File: src/rtl/pifo_pop_collector.sv
// Collects level-0 pop results from LEVEL RPU lanes into per-lane 2-entry staging
// buffers and merges them round-robin into a single output FIFO.
module pifo_pop_collector #(
    parameter int unsigned PTW       = 16,
    parameter int unsigned MTW       = 0,
    parameter int unsigned LEVEL     = 4,
    parameter int unsigned TREE_NUM  = 4,
    parameter int unsigned OUT_DEPTH = 8,
    localparam int unsigned TREE_NUM_BITS = (TREE_NUM > 1) ? $clog2(TREE_NUM) : 1,
    localparam int unsigned DW            = MTW + PTW,
    localparam int unsigned LW            = (LEVEL > 1) ? $clog2(LEVEL) : 1
) (
    input  logic                             i_clk,
    input  logic                             i_rst,
    input  logic [LEVEL-1:0]                 i_pop_valid,
    input  logic [LEVEL*TREE_NUM_BITS-1:0]   i_tree_id,
    input  logic [LEVEL*DW-1:0]              i_pop_data,
    output logic [LEVEL-1:0]                 o_lane_full,
    output logic                             o_valid,
    input  logic                             i_ready,
    output logic [TREE_NUM_BITS-1:0]         o_tree_id,
    output logic [DW-1:0]                    o_data,
    output logic [LW-1:0]                    o_lane,
    output logic [15:0]                      o_empty_pop_cnt,
    output logic [LEVEL-1:0]                 o_overflow
);

    localparam int unsigned EW = TREE_NUM_BITS + DW;
    localparam int unsigned OW = EW + LW;
    localparam int unsigned PW = $clog2(OUT_DEPTH);
    localparam int unsigned CW = PW + 1;

    // Lane staging state: entry 0 is the lane head.
    logic [EW-1:0]      stg_q     [LEVEL][2];
    logic [EW-1:0]      stg_d     [LEVEL][2];
    logic [1:0]         stg_cnt_q [LEVEL];
    logic [1:0]         stg_cnt_d [LEVEL];

    // Output FIFO state; entries carry {tree_id, data, lane}.
    logic [OW-1:0]      mem_q [OUT_DEPTH];
    logic [PW-1:0]      wr_ptr_q, wr_ptr_d;
    logic [PW-1:0]      rd_ptr_q, rd_ptr_d;
    logic [CW-1:0]      out_cnt_q, out_cnt_d;
    logic [OW-1:0]      head_q, head_d;
    logic               valid_q, valid_d;

    logic [LW-1:0]      rr_ptr_q, rr_ptr_d;
    logic [LEVEL-1:0]   full_q, full_d;
    logic [LEVEL-1:0]   ovf_q, ovf_d;
    logic [15:0]        ecnt_q, ecnt_d;
    logic [16:0]        ecnt_sum;

    logic               gnt_found;
    logic [LW-1:0]      gnt_idx;
    logic [LW-1:0]      scan_idx;
    logic               out_pop;
    logic               xfer;
    logic [OW-1:0]      xfer_ent;

    logic [LEVEL-1:0]   lane_pop;
    logic [LEVEL-1:0]   lane_empty;
    logic [LEVEL-1:0]   lane_accept;
    logic [LEVEL-1:0]   lane_drop;
    logic [EW-1:0]      lane_ent [LEVEL];

    // Round-robin search for the first non-empty lane at or after rr_ptr.
    always_comb begin
        gnt_found = 1'b0;
        gnt_idx   = '0;
        scan_idx  = '0;
        for (int k = 0; k < int'(LEVEL); k++) begin
            if ((32'(rr_ptr_q) + 32'(k)) >= 32'(LEVEL)) begin
                scan_idx = LW'(32'(rr_ptr_q) + 32'(k) - 32'(LEVEL));
            end else begin
                scan_idx = LW'(32'(rr_ptr_q) + 32'(k));
            end
            if (!gnt_found && (stg_cnt_q[scan_idx] != 2'd0)) begin
                gnt_found = 1'b1;
                gnt_idx   = scan_idx;
            end
        end
    end

    assign out_pop  = valid_q && i_ready;
    assign xfer     = gnt_found && ((out_cnt_q < CW'(OUT_DEPTH)) || out_pop);
    assign xfer_ent = {stg_q[gnt_idx][0], gnt_idx};

    always_comb begin
        rr_ptr_d = rr_ptr_q;
        if (xfer) begin
            rr_ptr_d = (gnt_idx == LW'(LEVEL - 1)) ? '0 : gnt_idx + LW'(1);
        end
    end

    // Per-lane input classification: empty pop, accepted, or dropped.
    always_comb begin
        lane_pop    = '0;
        lane_empty  = '0;
        lane_accept = '0;
        lane_drop   = '0;
        for (int i = 0; i < int'(LEVEL); i++) begin
            lane_ent[i]    = {i_tree_id[i*TREE_NUM_BITS +: TREE_NUM_BITS], i_pop_data[i*DW +: DW]};
            lane_pop[i]    = xfer && (gnt_idx == LW'(i));
            lane_empty[i]  = i_pop_valid[i] && (&i_pop_data[i*DW +: DW]);
            lane_accept[i] = i_pop_valid[i] && !(&i_pop_data[i*DW +: DW])
                             && ((stg_cnt_q[i] != 2'd2) || lane_pop[i]);
            lane_drop[i]   = i_pop_valid[i] && !(&i_pop_data[i*DW +: DW]) && !lane_accept[i];
        end
    end

    // Staging next state: dequeue shifts entry 1 down, enqueue lands behind survivors.
    always_comb begin
        full_d = '0;
        for (int i = 0; i < int'(LEVEL); i++) begin
            stg_d[i][0]  = stg_q[i][0];
            stg_d[i][1]  = stg_q[i][1];
            stg_cnt_d[i] = stg_cnt_q[i];
            if (lane_pop[i]) begin
                stg_d[i][0]  = stg_q[i][1];
                stg_cnt_d[i] = stg_cnt_q[i] - 2'd1;
            end
            if (lane_accept[i]) begin
                stg_d[i][stg_cnt_d[i][0]] = lane_ent[i];
                stg_cnt_d[i]              = stg_cnt_d[i] + 2'd1;
            end
            full_d[i] = (stg_cnt_d[i] == 2'd2);
        end
    end

    always_comb begin
        ovf_d    = ovf_q | lane_drop;
        ecnt_sum = {1'b0, ecnt_q};
        for (int i = 0; i < int'(LEVEL); i++) begin
            if (lane_empty[i]) begin
                ecnt_sum = ecnt_sum + 17'd1;
            end
        end
        ecnt_d = ecnt_sum[16] ? 16'hFFFF : ecnt_sum[15:0];
    end

    // Output FIFO bookkeeping; the head register is bypassed when the write lands at the new head.
    always_comb begin
        wr_ptr_d  = wr_ptr_q + PW'(xfer);
        rd_ptr_d  = rd_ptr_q + PW'(out_pop);
        out_cnt_d = out_cnt_q + CW'(xfer) - CW'(out_pop);
        valid_d   = (out_cnt_d != '0);
        head_d    = head_q;
        if (xfer && (wr_ptr_q == rd_ptr_d)) begin
            head_d = xfer_ent;
        end else if (out_cnt_d != '0) begin
            head_d = mem_q[rd_ptr_d];
        end
    end

    always_ff @(posedge i_clk) begin
        if (i_rst) begin
            for (int i = 0; i < int'(LEVEL); i++) begin
                stg_q[i][0]  <= '0;
                stg_q[i][1]  <= '0;
                stg_cnt_q[i] <= '0;
            end
            wr_ptr_q  <= '0;
            rd_ptr_q  <= '0;
            out_cnt_q <= '0;
            head_q    <= '0;
            valid_q   <= 1'b0;
            rr_ptr_q  <= '0;
            full_q    <= '0;
            ovf_q     <= '0;
            ecnt_q    <= '0;
        end else begin
            for (int i = 0; i < int'(LEVEL); i++) begin
                stg_q[i][0]  <= stg_d[i][0];
                stg_q[i][1]  <= stg_d[i][1];
                stg_cnt_q[i] <= stg_cnt_d[i];
            end
            wr_ptr_q  <= wr_ptr_d;
            rd_ptr_q  <= rd_ptr_d;
            out_cnt_q <= out_cnt_d;
            head_q    <= head_d;
            valid_q   <= valid_d;
            rr_ptr_q  <= rr_ptr_d;
            full_q    <= full_d;
            ovf_q     <= ovf_d;
            ecnt_q    <= ecnt_d;
        end
    end

    // FIFO storage needs no reset; occupancy alone defines validity.
    always_ff @(posedge i_clk) begin
        if (!i_rst && xfer) begin
            mem_q[wr_ptr_q] <= xfer_ent;
        end
    end

    assign o_valid         = valid_q;
    assign o_lane          = head_q[LW-1:0];
    assign o_data          = head_q[LW +: DW];
    assign o_tree_id       = head_q[LW+DW +: TREE_NUM_BITS];
    assign o_lane_full     = full_q;
    assign o_overflow      = ovf_q;
    assign o_empty_pop_cnt = ecnt_q;

endmodule

File: config.mk
export PLATFORM = sky130hd
export DESIGN_NAME = pifo_pop_collector
export DESIGN_NICKNAME = d
export VERILOG_FILES = /design/src/rtl/pifo_pop_collector.sv
export SDC_FILE = /design/constraint.sdc
export NUM_CORES = 1
export LEC_CHECK = 0
export ABC_AREA = 0
export CAP_MARGIN = 20
export CORE_MARGIN = 5
export CORE_UTILIZATION = 45
export CTS_CLUSTER_SIZE = 24
export DETAILED_ROUTE_END_ITERATION = 10
export SLEW_MARGIN = 20
export SYNTH_ARGS = -nofsm -noshare
export SYNTH_HDL_FRONTEND = slang
export SYNTH_SLANG_ARGS = --single-unit
File: constraint.sdc
create_clock -name i_clk -period 12.19 [get_ports i_clk]
set_input_delay 2.438 -clock i_clk [delete_from_list [all_inputs] [get_ports i_clk]]
set_output_delay 2.438 -clock i_clk [all_outputs]
set_load 0.02 [all_outputs]
== Yosys cells after proc, flatten, opt, wreduce, memory -nomap -nowiden ==
Memory sizes are Yosys's and may differ from the RTL's. A register that Yosys moved wholly into a read port is not among the register bits.
Index checks and enable logic that the tools add are counted.

* Register bits: 37
* Bits in writable memories: 312
* Input bits: 79
* Output and inout port bits: 45
* Word-level logic and storage cells: 199
* Memories: 3

* Add/sub/neg operators: 24
* Order comparisons: 13
* Equality and inequality tests: 12
* Muxes and demuxes: 63
* Bitwise gates (word level): 17
* Reductions and logical operators: 59

{| class="wikitable"
|+ Memories
! memory !! words !! width !! rd ports !! clocked after Yosys merged registers in !! write ports !! line !! text
|-
| mem_q || 8 || 20 || 1 || 1 || 1 || 40 || <nowiki>logic [OW-1:0] mem_q [OUT_DEPTH];</nowiki>
|-
| stg_q || 4 || 36 || 5 || 0 || 4 || 34 || <nowiki>logic [EW-1:0] stg_q [LEVEL][2];</nowiki>
|-
| stg_cnt_q || 4 || 2 || 8 || 0 || 4 || 36 || <nowiki>logic [1:0] stg_cnt_q [LEVEL];</nowiki>
|}

{| class="wikitable"
|+ Operators with widths
! cell !! number
|-
| $mux 18 || 16
|-
| $bwmux 36 || 4
|-
| $mux 36 || 4
|-
| $demux 18 s1 || 4
|-
| $mux 17 || 4
|-
| $reduce_and 16->1 || 4
|-
| $add 17x1->17 const B || 3
|-
| $mux 2 || 21
|-
| $logic_and 1x1->1 || 31
|-
| $add 16x1->17 const B || 1
|-
| $mux 16 || 1
|-
| $sub 2x1->2 const B || 8
|-
| $eq 2x2->1 const B || 6
|-
| $logic_not 1->1 || 12
|-
| $or 1x1->1 || 12
|-
| $add 2x1->2 const B || 5
|-
| $reduce_bool 2->1 || 5
|-
| $ge 3x3->1 const B || 3
|-
| $mux 1 || 9
|-
| $ge 2x2->1 const B || 4
|-
| $lt 2x1->1 const B || 4
|-
| $ne 2x2->1 const B || 4
|-
| $not 1->2 || 4
|-
| $add 2x2->3 const B || 2
|-
| other kinds (12) || 17
|}

== Logic depth before layout (Yosys ltp) ==
Gate-level depths: netlist (run 1).
An unclocked memory read counts as a cell.

* Depth after elaboration: 25
* Depth in mapped cells: 20
* Depth with buffers taken out: 17

== Worst setup path before layout (run 1) ==
No wires, ideal clock.

* Path type: input to register
* From: in i_pop_data[15]
* To: reg ecnt_q[14] (netlist: o_empty_pop_cnt[14])
* Setup time: 0.073 ns
* Data arrival time: 6.398 ns
* Required time: 12.117 ns
* Setup slack: 5.719 ns
* Stages on the path: 16
* Path buffers: 1
* Cell sequence: nand4_1 nor3_1 nand2_1 mux2_2 ha_1 and4_1 xor3_1 and4b_1 and3_1 clkbuf_1 nand3b_1 a211o_1 or2_2 nor4_1 mux2_1 a21oi_1

* Word-level cells in the longest chain between the ends: 10

{| class="wikitable"
|+ RTL lines
! item !! line !! text
|-
| from (decl) || 17 || <nowiki>input logic [LEVEL*DW-1:0] i_pop_data,</nowiki>
|-
| $reduce_and 16->1 (*) || 104 || <nowiki>lane_empty[i] = i_pop_valid[i] && (&i_pop_data[i*DW +: DW]);</nowiki>
|-
| $logic_and 1x1->1 (*) || 104 ||
|-
| $mux 17 (*) || 134 || <nowiki>if (lane_empty[i]) begin</nowiki>
|-
| $add 17x1->17 || 135 || <nowiki>ecnt_sum = ecnt_sum + 17'd1;</nowiki>
|-
| $mux 17 (*) || 134 ||
|-
| $add 17x1->17 || 135 ||
|-
| $mux 17 (*) || 134 ||
|-
| $add 17x1->17 || 135 ||
|-
| $mux 17 (*) || 134 ||
|-
| $mux 16 (*) || 138 || <nowiki>ecnt_d = ecnt_sum[16] ? 16'hFFFF : ecnt_sum[15:0];</nowiki>
|-
| to (signal assigned) || 185 || <nowiki>ecnt_q <= ecnt_d;</nowiki>
|-
| to (decl) || 50 || <nowiki>logic [15:0] ecnt_q, ecnt_d;</nowiki>
|}

Mark *: on every way between the ends. The rest lies on a longest branch, timed or not.
A chain may end at the register's enable or synchronous reset.

== Worst setup path in the final report (run 1) ==
* From: in i_pop_data[28]
* To: reg ecnt_q[7] (netlist: o_empty_pop_cnt[7])

* Word-level cells in the longest chain between the ends: 8

{| class="wikitable"
|+ RTL lines
! item !! line
|-
| $reduce_and 16->1 (*) || 104
|-
| $logic_and 1x1->1 (*) || 104
|-
| $mux 17 (*) || 134
|-
| $add 17x1->17 || 135
|-
| $mux 17 (*) || 134
|-
| $add 17x1->17 || 135
|-
| $mux 17 (*) || 134
|-
| $mux 16 (*) || 138
|}

Marks and branches as above.

==> key figures, run 1 <==
Status
  • Status: finished, final reports clean

Layout
  • Final #Nets: approximately 1,900
  • Area grow syn2layout: 17.4%
  • Multi-input gate area: 8160 um2
  • Layout Cells excl Fill: 2,368
  • Fillers: 3,579
  • Sequential standard cell area: 9390 um2
  • Antenna Cells: 0
  • Post-route cell area: between 20,000 and 25,000 um2
  • Share of post-route cells with drive strength above 1: 0.104

Logic synthesis
  • Area share of the leading cell type in the synthesized netlist: 0.327
  • Main area contributors after synthesis: edfxtp_1 33%, dfxtp_1 19%, mux4_2 5.3%, nand2_1 4.9%, nor2_1 4.8%
  • Syn_nets: around 1,800
  • Number of flops mapped to enable cells by yosys: 196
  • Leading area contributor after synthesis: edfxtp_1
  • Most common flop cell mapped by yosys: edfxtp_1
  • Synth cell count leaders: 236 x nand2_1, 230 x nor2_1, 196 x edfxtp_1, 175 x dfxtp_1, 104 x clkbuf_1
  • FFs w/ async S/R, synth: 0
  • Synth Cell Area: ~18,000 um2
  • Cells after Synth: 1,741
  • Cell variety after synth: 87
  • Yosys warning count: 0
  • Register area share after synthesis: 0.521
  • Yosys reg bits: 371
  • Mean Syn Cell Area: about 10 um2
  • Most common cell in the netlist: nand2_1

Power
  • Clk network pwr share: 0.206
  • P_sw: 2.62 mW
  • Int Power: ~3.7 mW
  • Logic pwr share: 0.458
  • Sw frac: 0.416
  • Reg power frac: 0.336
  • Total power: approximately 6.3 mW
  • Leak: ~7.1 nW
  • Power Density: ~300 nW/um2
  • VDD IR max: approximately 0.20 mV

Die
  • Row Count: 73
  • Die X: between 200 and 250 um
  • Core area: ~40,000 um2
  • Initial cell density of the core: 0.454
  • Number of I/O pins: roughly 120
  • Die Area: roughly 44,000 um2
  • Die Height: approximately 210 um

Worst setup path
  • R2r setup slk: ~5.9 ns
  • Critical Path RT: between 10 and 15 ns
  • CP Launch Type: primary input
  • CP Class: primary input to flip-flop
  • Worst-path cell chain: clkdlybuf4s50_1, and4_1, nor4b_1, nand2_1, xnor2_1, ha_1, nand2_1, nor2_1, nand3_1, o2111ai_1, a2111oi_0, nor3_1, nor3b_2, a21oi_1, buf_4, a21oi_2
  • Maximum cell stage delay along the critical path: roughly 0.74 ns
  • CP endpoint kind: flip-flop
  • Worst path most repeated cell: nand2_1
  • Worst setup startpoint: i_pop_data[28]
  • Crit path arrival time: approximately 7.6 ns
  • Slowest CP cell: nor4b_1
  • Crit Reg-Reg Startpoint: rr_ptr_q[0]
  • CP Max Fanout: 10

Timing
  • Worst-Margin Slew: 1.08 ns
  • Final min period: 7.17 ns
  • Slew Viols, Final: 0
  • Unrepaired setup endpoints after global routing: false
  • Setup Skew: roughly 0.017 ns
  • Final hold viol count: 0
  • Final worst-path cycle share: 0.588
  • Final TNS setup: 0 ns
  • # setup viols final: 0
  • Slew Limit Headroom: 0.275
  • Fmax: 0.140 GHz

CTS
  • CTS tree: built
  • Clk slew on worst S/H paths: ~0.060 ns
  • CTS root buf: clkbuf_16
  • Post-CTS Setup Inserts: 0
  • Post-CTS sizing: 0
  • H-tree Lvls: 2
  • Cts hold-fix bufs: 0
  • Clock Tree Buf Depth: 3
  • Worst-skew pair later-pin latency: 0.55 ns
  • TritonCTS Buffers: 41
  • CTS Sinks: ~370

Detailed routing
  • Pre-antenna DRT Iters: 5
  • Via Count: roughly 14,000
  • Drc violations: 0
  • WL/cell: about 21 um
  • Via density: a little under 6
  • DRT iter0 DRCs: about 1,100
  • Post-route antenna net violation count: 0
  • Total wire length: just over 50,000 um

Min path
  • Min-delay src: o_overflow[0]
  • Min-Delay Path Class: flip-flop to flip-flop

Global route
  • Overall Global Routing Usage: 0.223
  • GRT overflow: 0
  • Vias in the first global route: roughly 14,000
  • Pin count of the biggest net entering global routing: 80
  • Global-route wire length before repair: between 70,000 and 80,000 um
  • Initial antenna violation count: 0

Flow run
  • # Max-Cap Violations: 0

Placement
  • Area after DPL: around 20,000 um2
  • Cells after DPL: ~2,300
  • Port bufs: 123
  • Post-DP HPWL: roughly 35,000 um
  • Gp weighted congestion: 0.908
## routing by layer
metal	part of all wire	track usage	wire length (um)	vias up
met1	0.46	0.322	23300	6827
met2	0.47	0.360	23800	453
met3	0.051	0.0265	2570	75
met5	0	0	0	-
li1	-	-	-	6559
met4	0.023	0.0587	1180	0
## flip-flops by register name, indices dropped and copies added (netlist names), named ones only
signal           flops
mem_q              160
stg_q              144
head_q              20
o_empty_pop_cnt     16
stg_cnt_q            8
o_lane_full          4
o_overflow           4
out_cnt_q            4
rd_ptr_q             3
wr_ptr_q             3
rr_ptr_q             2
o_valid              1
## final cells by class
cell class / instances / share of cell area
repair buffers: 150 / 0.0679
inverters: 22 / 0.00390
well taps: 525 / 0.0311
multi-input cells: 1224 / 0.386
clock buffers: 62 / 0.0570
flip-flops and latches: 371 / 0.444
clock inverters: 14 / 0.0104
## logic make-up (layout without fill, tap and decap cells)
group           count (synthesis)  count (layout)  share of synthesized area
compound gates                292             292                      0.118
xor+xnor                       67              67                     0.0338
fa+ha+maj                      23              23                     0.0164
flops                         371             371                      0.521
simple gates                  734             734                      0.190
mux                           108             108                     0.0896
buf+inv                       146             248                     0.0314
## power by group through the flow
stage | Combinational (mW) | Sequential [mW] | Clock (mW)
after floorplan | 1.98 | 2.10 | 0
after global placement | 2.83 | 2.13 | 0
after detailed placement | 2.87 | 2.14 | 0
after CTS | 2.88 | 2.12 | 1.32
after global routing | 3.17 | 2.15 | 1.37
final | 2.88 | 2.12 | 1.30
## layout by cell type (no fill, tap or decap), drive strengths merged, types with 7 or more instances in the layout
master,count
a21oi,91
a22oi,20
a311oi,75
a31oi,32
and2,12
and3,27
buf,28
clkbuf,62
clkdlybuf4s50,122
clkinv,7
dfxtp,175
edfxtp,196
ha,22
inv,23
mux2i,60
mux4,42
nand2,236
nand2b,12
nand3,92
nand4,27
nor2,231
nor2b,14
nor3,21
nor4,14
o21ai,10
or2,9
or3,10
or4,7
xnor2,44
xor2,22
## per-stage QoR
step | worst slack [ns] | util | hold slack [ns]
CTS | 5.07 | 0.533 | 0.485
detailed placement | 4.49 | 0.497 | 0.468
global placement | 4.67 | 0.497 | 0.469
finish | 5.02 | 0.534 | 0.475
floorplan | 5.72 | - | 0.459
global route | 4.58 | 0.534 | 0.502
## final timing paths
path	to	cells past startpoint
setup / recovery	o_empty_pop_cnt[7]	16
hold / removal	o_overflow[0]	2
setup reg to reg	stg_q[0][26]	13
hold reg to reg	o_overflow[0]	2
## worst max-delay path: cells and delay by family
kind            cells  cell delay, ns
simple gates        8            2.78
fa+ha+maj           1            0.24
buf+inv             2            0.83
compound gates      4            0.92
xor+xnor            1            0.35
No activity file was read; power rests on OpenSTA's default activity.
==> run 2: changes to the inputs <==
--- a/config.mk
+++ b/config.mk
@@ -11,6 +11,7 @@
 export CORE_UTILIZATION = 45
 export CTS_CLUSTER_SIZE = 24
 export DETAILED_ROUTE_END_ITERATION = 10
+export PLACE_DENSITY = 0.66
 export SLEW_MARGIN = 20
 export SYNTH_ARGS = -nofsm -noshare
 export SYNTH_HDL_FRONTEND = slang
==> constraint.sdc (replaced) <==
create_clock -name i_clk -period 6.4 [get_ports i_clk]
set_input_delay 1.28 -clock i_clk [delete_from_list [all_inputs] [get_ports i_clk]]
set_output_delay 1.28 -clock i_clk [all_outputs]
set_load 0.02 [all_outputs]
==> key figures, run 2 (synthesis gave the netlist of run 1 again) <==
Placement
  • Cells after DPL: 2,313 (+0.92%)
  • Port bufs: 123 (unchanged)
  • Gp weighted congestion: 0.948 (+4.4%)
  • Worst slack, placed: 0.366 ns (-4.12 ns)
  • Area after DPL: 19,900 um2 (+0.80%)
  • Post-DP HPWL: 33,500 um (-3.8%)

Die
  • Row Count: 73 (unchanged)
  • Core area: 39,600 um2 (unchanged)
  • Die X: 210 um (unchanged)
  • Die Height: 210 um (unchanged)
  • Die Area: 44,100 um2 (unchanged)
  • Initial cell density of the core: 0.454 (unchanged)
  • Number of I/O pins: 124 (unchanged)

Layout
  • Max reg flops: 160 (unchanged)
  • Area grow syn2layout: 18.0%
  • Sequential standard cell area: 9390 um2 (unchanged)
  • Multi-input gate area: 8150 um2 (about the same)
  • Core Util, Final: 0.536 (+0.00271)
  • Largest regs: mem_q (160), stg_q (144), head_q (20)
  • Layout Cells excl Fill: 2,389 (+0.89%)
  • Share of post-route cells with drive strength above 1: 0.112 (+0.00801)
  • Commonest non-fill, non-tap cell in the layout: nand2_1
  • Fillers: 3,478 (-2.8%)
  • Post-route cell area: 21,300 um2 (+0.51%)
  • Largest Register: mem_q
  • Final #Nets: 1,933 (+1.1%)
  • Most frequent cells in the layout: 236 x nand2_1, 230 x nor2_1, 196 x edfxtp_1, 175 x dfxtp_1, 122 x clkdlybuf4s50_1

CTS
  • CTS root buf: clkbuf_16
  • Cts hold-fix bufs: 0 (unchanged)
  • Clk slew on worst S/H paths: 0.06 ns (about the same)
  • H-tree Lvls: 2 (unchanged)
  • Clock Tree Buf Depth: 3 (unchanged)
  • Post-CTS Setup Inserts: 0 (unchanged)
  • CTS tree: built
  • TritonCTS Buffers: 40 (-2.4%)
  • Worst-skew pair later-pin latency: 0.57 ns (+0.02 ns)
  • Post-CTS sizing: 0 (unchanged)
  • CTS Sinks: 371 (unchanged)

Global route
  • Global-route wire length before repair: 76,500 um (-2.3%)
  • Vias in the first global route: 13,420 (-0.69%)
  • Pin count of the biggest net entering global routing: 78 (-2.5%)
  • GRT overflow: 0 (unchanged)
  • Overall Global Routing Usage: 0.217 (-0.00600)
  • Initial antenna violation count: 4 (+4)

Timing
  • Worst-Margin Slew: 1.05 ns (-0.0333 ns)
  • Fmax: around 0.18 GHz
  • Setup Skew: 0.0205 ns (+0.00385 ns)
  • Unrepaired setup endpoints after global routing: false
  • Final hold viol count: 0 (unchanged)
  • Final min period: approximately 5.5 ns
  • Final worst-path cycle share: 0.867
  • Slew Limit Headroom: 0.297 (+0.0216)
  • Slew Viols, Final: 0 (unchanged)
  • # setup viols final: 0 (unchanged)
  • Final TNS setup: 0 ns (unchanged)
  • Post-route setup slack: 0.853 ns (-4.17 ns)

Detailed routing
  • M1 wire length: 21,600 um (-7.3%)
  • DRT iter0 DRCs: 1,106 (-1.1%)
  • Met2 WL post-DR: 22,500 um (-5.3%)
  • Drc violations: 0 (unchanged)
  • Wire length on met3: 3320 um (+29%)
  • Post-route antenna net violation count: 0 (unchanged)
  • Via Count: 13,960 (+0.33%)
  • WL/cell: 20.5 um (-4.4%)
  • Uppermost layer routed: met5
  • Total wire length: 49,000 um (-3.5%)
  • Pre-antenna DRT Iters: 7 (+2)
  • Via density: 5.84 (-0.55%)

Power
  • Reg power frac: 0.338 (+0.002)
  • Leak: 7.16 nW (+1.1%)
  • Int Power: 6.94 mW (+89%)
  • Power Density: 559 nW/um2 (+88%)
  • VDD IR max: 0.533 mV (+160%)
  • Clk network pwr share: 0.198 (-0.008)
  • Logic pwr share: 0.464 (+0.006)
  • Sw frac: 0.416 (about the same)
  • P_sw: 4.95 mW (+89%)

Worst setup path
  • Worst-path cell chain: clkdlybuf4s50_1, nand4_2, nor3_1, nand2_1, mux2_2, ha_1, and4_1, xor3_1, and4b_1, and3_1, nand3b_1, a211o_1, or2_2, nor4_1, mux2_1, a21oi_1
  • CP Class: primary input to flip-flop
  • Slowest CP cell: clkdlybuf4s50_1
  • CP Launch Type: primary input
  • CP Max Fanout: 6 (-4)
  • R2R cell count: 14 (+1)
  • Critical Path RT: 6.88 ns (-5.71 ns)
  • CP endpoint kind: flip-flop
  • Crit path arrival time: 6.03 ns (-1.54 ns)
  • Maximum cell stage delay along the critical path: 0.52 ns (-0.22 ns)

Min path
  • Hold Path Stages: 2 (unchanged)
  • Min-Delay Path Class: flip-flop to flip-flop

Flow run
  • # Max-Cap Violations: 0 (unchanged)

Status
  • Status: finished, final reports clean
[run 2: changes by cell type in the layout (fill, tap and decap cells not counted), sizes merged]
| cell | change |
|---|---|
| diode | +1 |
| inv | -1 |
| buf | +22 |
| clkbuf | -6 |
| bufinv | -2 |
| clkinv | +7 |
[run 2: power by group through the flow]
stage / Clock, mW / Combinational, mW / Sequential [mW]
6_report: 2.36 / 5.51 / 4.02
5_1_grt: 2.52 / 6.10 / 4.08
4_1_cts: 2.40 / 5.52 / 4.02
3_5_place_dp: 0 / 5.48 / 4.06
3_3_place_gp: 0 / 5.36 / 4.04
2_1_floorplan: 0 / 3.77 / 4.01
[run 2: cell type report]
cell class              instances  area share
clock buffers                  56      0.0533
flip-flops and latches        371       0.442
diodes                          1    0.000118
clock inverters                18      0.0107
repair buffers                172      0.0759
multi-input cells            1224       0.384
well taps                     525      0.0309
inverters                      22     0.00388
[run 2: final timing paths]
kind,from,to,slack (ns)
setup reg to reg,rr_ptr_q[0],stg_q[0][29],1.12
hold / removal,stg_q[1][19],stg_q[1][19],0.49
hold reg to reg,stg_q[1][19],stg_q[1][19],0.49
setup / recovery,i_pop_data[7],o_empty_pop_cnt[14],0.85
[run 2: worst max-delay path: cells and delay by family]
kind,cells,cell delay [ns]
adders and majority gates,1,0.26
buffers and inverters,1,0.52
xor gates and xnor gates,1,0.45
AOI/OAI and AO/OA,2,0.50
muxes,2,0.69
and+or+nand+nor,9,2.32
[run 2: through the flow]
stage | total power, mW | hold WS [ns]
global route | 12.7 | 0.505
detailed placement | 9.54 | 0.471
finish | 11.9 | 0.486
global placement | 9.40 | 0.457
CTS | 11.9 | 0.486
floorplan | 7.77 | 0.459
[run 2: metal layers]
metal  vias to the layer above  track usage
li1                       6593            -
met1                      6813        0.305
met2                       460        0.340
met3                        88       0.0436
met4                         6       0.0713
met5                         -            0
